$ cat config.mk
export PLATFORM = sky130hd
export DESIGN_NAME = uart_tx_ctrl
export DESIGN_NICKNAME = d
export VERILOG_FILES = /design/src/rtl/uart_tx_ctrl.sv
export SDC_FILE = /design/constraint.sdc
export NUM_CORES = 1
export LEC_CHECK = 0
export ABC_AREA = 1
export ABC_CLOCK_PERIOD_IN_PS = 1090
export BUFFER_PORTS_ARGS = -buffer_cell sky130_fd_sc_hd__buf_2
export CORE_UTILIZATION = 43
export DETAILED_ROUTE_END_ITERATION = 6
export GPL_TIMING_DRIVEN = 0
export PLACE_DENSITY = 0.73
export SYNTH_ARGS = -nofsm -noshare
export SYNTH_HDL_FRONTEND = slang
export SYNTH_SLANG_ARGS = --single-unit
$ cat constraint.sdc
create_clock -name CLK -period 1.09 [get_ports CLK]
set_input_delay 0 -clock CLK [delete_from_list [all_inputs] [get_ports CLK]]
set_output_delay 0 -clock CLK [all_outputs]
set_load 0.05 [all_outputs]
$ cat src/rtl/uart_tx_ctrl.sv
// UART transmit frame controller: start, 8 data bits via external serializer, optional parity, STOP_BITS stop bits.
// Define UART_TX_BACK2BACK_EN to allow a new frame to be accepted in the final stop cycle (no idle gap).
module uart_tx_ctrl #(
  parameter int STOP_BITS = 1
) (
  input  logic       CLK,
  input  logic       RST,
  input  logic [7:0] P_DATA,
  input  logic       Data_Valid,
  input  logic       PAR_EN,
  input  logic       PAR_TYP,
  input  logic       ser_data,
  input  logic       ser_done,
  output logic       ser_en,
  output logic [7:0] ser_p_data,
  output logic       TX_OUT,
  output logic       busy
);

  typedef enum logic [2:0] {
    IDLE   = 3'd0,
    START  = 3'd1,
    DATA   = 3'd2,
    PARITY = 3'd3,
    STOP   = 3'd4
  } state_t;

  localparam logic [1:0] STOP_LAST = 2'(STOP_BITS - 1);

  state_t     state;
  state_t     state_nxt;
  logic       par_en_q;
  logic       par_bit_q;
  logic [1:0] stop_cnt;
  logic       last_stop;
  logic       accept;

  assign last_stop = (state == STOP) && (stop_cnt == STOP_LAST);

`ifdef UART_TX_BACK2BACK_EN
  assign accept = Data_Valid && ((state == IDLE) || last_stop);
`else
  assign accept = Data_Valid && (state == IDLE);
`endif

  always_ff @(posedge CLK) begin
    if (!RST) begin
      state <= IDLE;
    end else begin
      state <= state_nxt;
    end
  end

  // Frame parameters are captured only at acceptance so later input changes cannot disturb the frame.
  always_ff @(posedge CLK) begin
    if (!RST) begin
      ser_p_data <= 8'h00;
      par_en_q   <= 1'b0;
      par_bit_q  <= 1'b0;
      stop_cnt   <= 2'd0;
    end else begin
      if (accept) begin
        ser_p_data <= P_DATA;
        par_en_q   <= PAR_EN;
        par_bit_q  <= (^P_DATA) ^ PAR_TYP;
      end
      if ((state == STOP) && !last_stop) begin
        stop_cnt <= stop_cnt + 2'd1;
      end else begin
        stop_cnt <= 2'd0;
      end
    end
  end

  always_comb begin
    state_nxt = state;
    case (state)
      IDLE:    if (accept) state_nxt = START;
      START:   state_nxt = DATA;
      DATA:    if (ser_done) state_nxt = par_en_q ? PARITY : STOP;
      PARITY:  state_nxt = STOP;
      STOP: begin
        if (last_stop) begin
          state_nxt = accept ? START : IDLE;
        end
      end
      default: state_nxt = IDLE;
    endcase
  end

  always_comb begin
    TX_OUT = 1'b1;
    ser_en = 1'b0;
    case (state)
      START: begin
        TX_OUT = 1'b0;
        ser_en = 1'b1;
      end
      DATA: begin
        TX_OUT = ser_data;
        ser_en = !ser_done;
      end
      PARITY:  TX_OUT = par_bit_q;
      default: TX_OUT = 1'b1;
    endcase
  end

  // Decoded from the state register only, so no input reaches busy combinationally.
  assign busy = (state != IDLE);

endmodule

==> metrics.csv <==
stage,metric,value,unit
run_status,status,finished with violations,
run_status,violations,setup timing,
setup_path,cp_max_fo,5,
setup_path,critPathArrivalTime,1.46,ns
die,row_count,15,
die,fp.dieH,45.2,um
setup_path,required,1.31,ns
die,die-area,0.00204,mm2
global_route,grt_max_degree,11,
finish,antenna_cells,0,
clock_tree,cts_buffer_depth,2,
synthesis,netlist_instances,113,
synthesis,synth_area_leader_cell,dfxtp_1,
route,postRouteAntennaNets,0,
synthesis,synthMostInstantiatedCell,nand2_1,
die,die_w,45.2,um
global_route,grt_pass1_vias,662,
route,first_pass_iters,4,
flow_run,max_cap_viol_count,0,
synthesis,syn_nets,129,
sta,layout_setup_ws,-0.154,ns
synthesis,ys.flop_type,dfxtp_1,
finish,nets,173,
synthesis,synth_async_sr_flop_share,0,%
sta,period_share,114,%
global_route,grt_usage,18.5,%
global_route,grt_overflow,0,
sta,finalSetupViolCount,16,
sta,worst_pin_slew,0.429,ns
synthesis,mappedNetlistArea,802,um2
clock_tree,numCtsBuffers,3,
synthesis,seq_area_frac_synth,37.4,%
synthesis,yosysTopAreaCellShare,37.4,%
die,initial_core_util,45.9,%
synthesis,synth_common_cells,"nand2_1 (26), inv_1 (16), dfxtp_1 (15)",
route,drtIter0Drc,24,
global_route,antenna_found_initial,0,
clock_tree,clkSinkCount,15,
setup_path,critPathLaunchType,register,
synthesis,postSynthAreaPerCell,7.10,um2
place,portBuffers,25,
synthesis,synth-edff-count,0,
hold_path,hold_depth,3,
clock_tree,cts_root_buf,clkbuf_4,
synthesis,ys_ff_latch,15,
sta,grt_setup_unrepaired,true,
sta,fin_crit,1.24,ns
place,place_inst,163,
sta,relSlewSlack,71.4,%
hold_path,min_path_type,in2reg,
clock_tree,htree_levels,1,
setup_path,end_kind,register,
setup_path,crit_type,reg2reg,
route,wirelength,1950,um
route,wl_per_cell,10.8,um
sta,slew_viol_final,0,
clock_tree,cts_tree,yes,
pwr,ir_worst_vdd,1.39,mV
place,dp_hpwl,1190,um
global_route,grt_pass1_wl,2750,um
die,core,0.00175,mm2
die,ioPinCount,26,
clock_tree,clock_latency,0.27,ns
setup_path,rr_worst_depth,7,
sta,finalHoldViolCount,0,
sta,finClkSkew,0.00151,ns
route,drt-vias-per-instance,4.70,
setup_path,r2r_setup_slack,-0.15,ns
synthesis,yosysWarnings,0,
pwr,powerDensity,2290,mW/mm2
finish,final_layout_size_suffix_gt1_share,38.5,%
clock_tree,clk_pin_slew_worst_paths,0.09,ns
finish,fin_cells,181,
finish,synthToLayoutAreaGrowth,49.6,%
route,drc,0,
sta,fmax,0.804,GHz
synthesis,ys_top_cells_by_area,"dfxtp_1 (37%), nand2_1 (12%), inv_1 (7.5%)",
place,globalplace.congestion,0.799,
synthesis,yosysUniqueCellTypes,22,
pwr,power.leakage,0.603,nW
sta,fin_tns_setup,-1.68,ns
route,num_vias,850,
-- cell families (layout without fill, tap and decap cells) --
group,count (synthesis),in the layout,synth area share [%]
simple gates,50,51,31.0
compound gates,23,23,16.1
buf+inv,23,65,12.8
flops,15,15,37.4
fa+ha+maj,1,1,1.56
xor+xnor,1,1,1.09
-- layout by cell type (no fill, tap or decap), types with 2 or more instances in the layout --
master	n
inv_1	15
nor2_4	3
a21oi_1	5
buf_2	23
dfxtp_2	3
dlygate4sd3_1	8
clkbuf_4	3
o21ai_0	8
a21oi_2	5
nand2_1	25
nand3_1	9
buf_4	2
nor2_1	8
o21ai_1	2
o21ai_2	2
clkbuf_1	2
inv_2	6
buf_6	3
dfxtp_1	12
-- metal layers --
| metal | track usage (%) | part of all wire (%) | up-vias |
|---|---|---|---|
| li1 | - | - | 446 |
| met1 | 23.2 | 43 | 377 |
| met2 | 31.0 | 52 | 23 |
| met3 | 3.60 | 3.1 | 4 |
| met4 | 7.27 | 1.7 | 0 |
| met5 | 0 | 0 | - |
-- worst paths after layout --
path | from | to
hold reg to reg | stop_cnt[0]$_SDFF_PN0_ | stop_cnt[0]$_SDFF_PN0_
setup reg to reg | state[1]$_SDFFE_PN0P_ | ser_p_data[6]$_SDFFE_PN0P_
setup / recovery | state[1]$_SDFFE_PN0P_ | ser_p_data[6]$_SDFFE_PN0P_
hold / removal | P_DATA[2] | ser_p_data[2]$_SDFFE_PN0P_
-- through the flow --
stage	setup WS, ns	utilization [%]	area (um2)	hold slack (ns)	power, W
global placement	-0.0211	55.6	970	0.257	0.00209
finish	-0.154	68.7	1200	0.0307	0.00275
detailed placement	-0.0338	55.6	970	0.266	0.00210
CTS	-0.136	64.3	1120	0.0166	0.00256
floorplan	-0.0214	-	813	0.135	0.00185
global route	-0.215	68.7	1200	0.0405	0.00290
-- flip-flops by register name, indices dropped and copies added (netlist names) --
name,cells
par_bit_q,1
par_en_q,1
ser_p_data,8
state,3
stop_cnt,2
-- repair_timing --
item | in CTS | in global routing
hold buffers | 8 | 0
buffers inserted | 4 | 0
resized for setup | 7 | 11
gates cloned | 0 | 2
pin swaps | 4 | 11
endpoints found under the setup margin | 9 | 18
hold endpoints to repair | 8 | 0
-- cell type report --
type	instances	area [um2]
Sequential cell	15	304
Tap cell	25	31.3
Multi-Input combinational cell	76	452
Fill cell	150	546
Timing Repair Buffer	38	284
Inverter	21	78.8
Clock buffer	4	26.3
Buffer	2	23.8
-- critical path: stages, from the launching register on --
cell     delay (ns)
dfxtp_2        0.34
buf_6          0.11
nor2_4         0.18
nand2_8        0.09
nor2_8         0.17
buf_12         0.13
o21ai_1        0.06
nor2_1         0.10
-- where the power goes --
group	internal, W	switching (W)	leakage (nW)	total (W)
Sequential	0.000687	0.0000974	0.125	0.000784
Combinational	0.000597	0.00106	0.463	0.00166
Clock	0.000142	0.000170	0.0150	0.000311
Power figures use the tool's default switching activity.
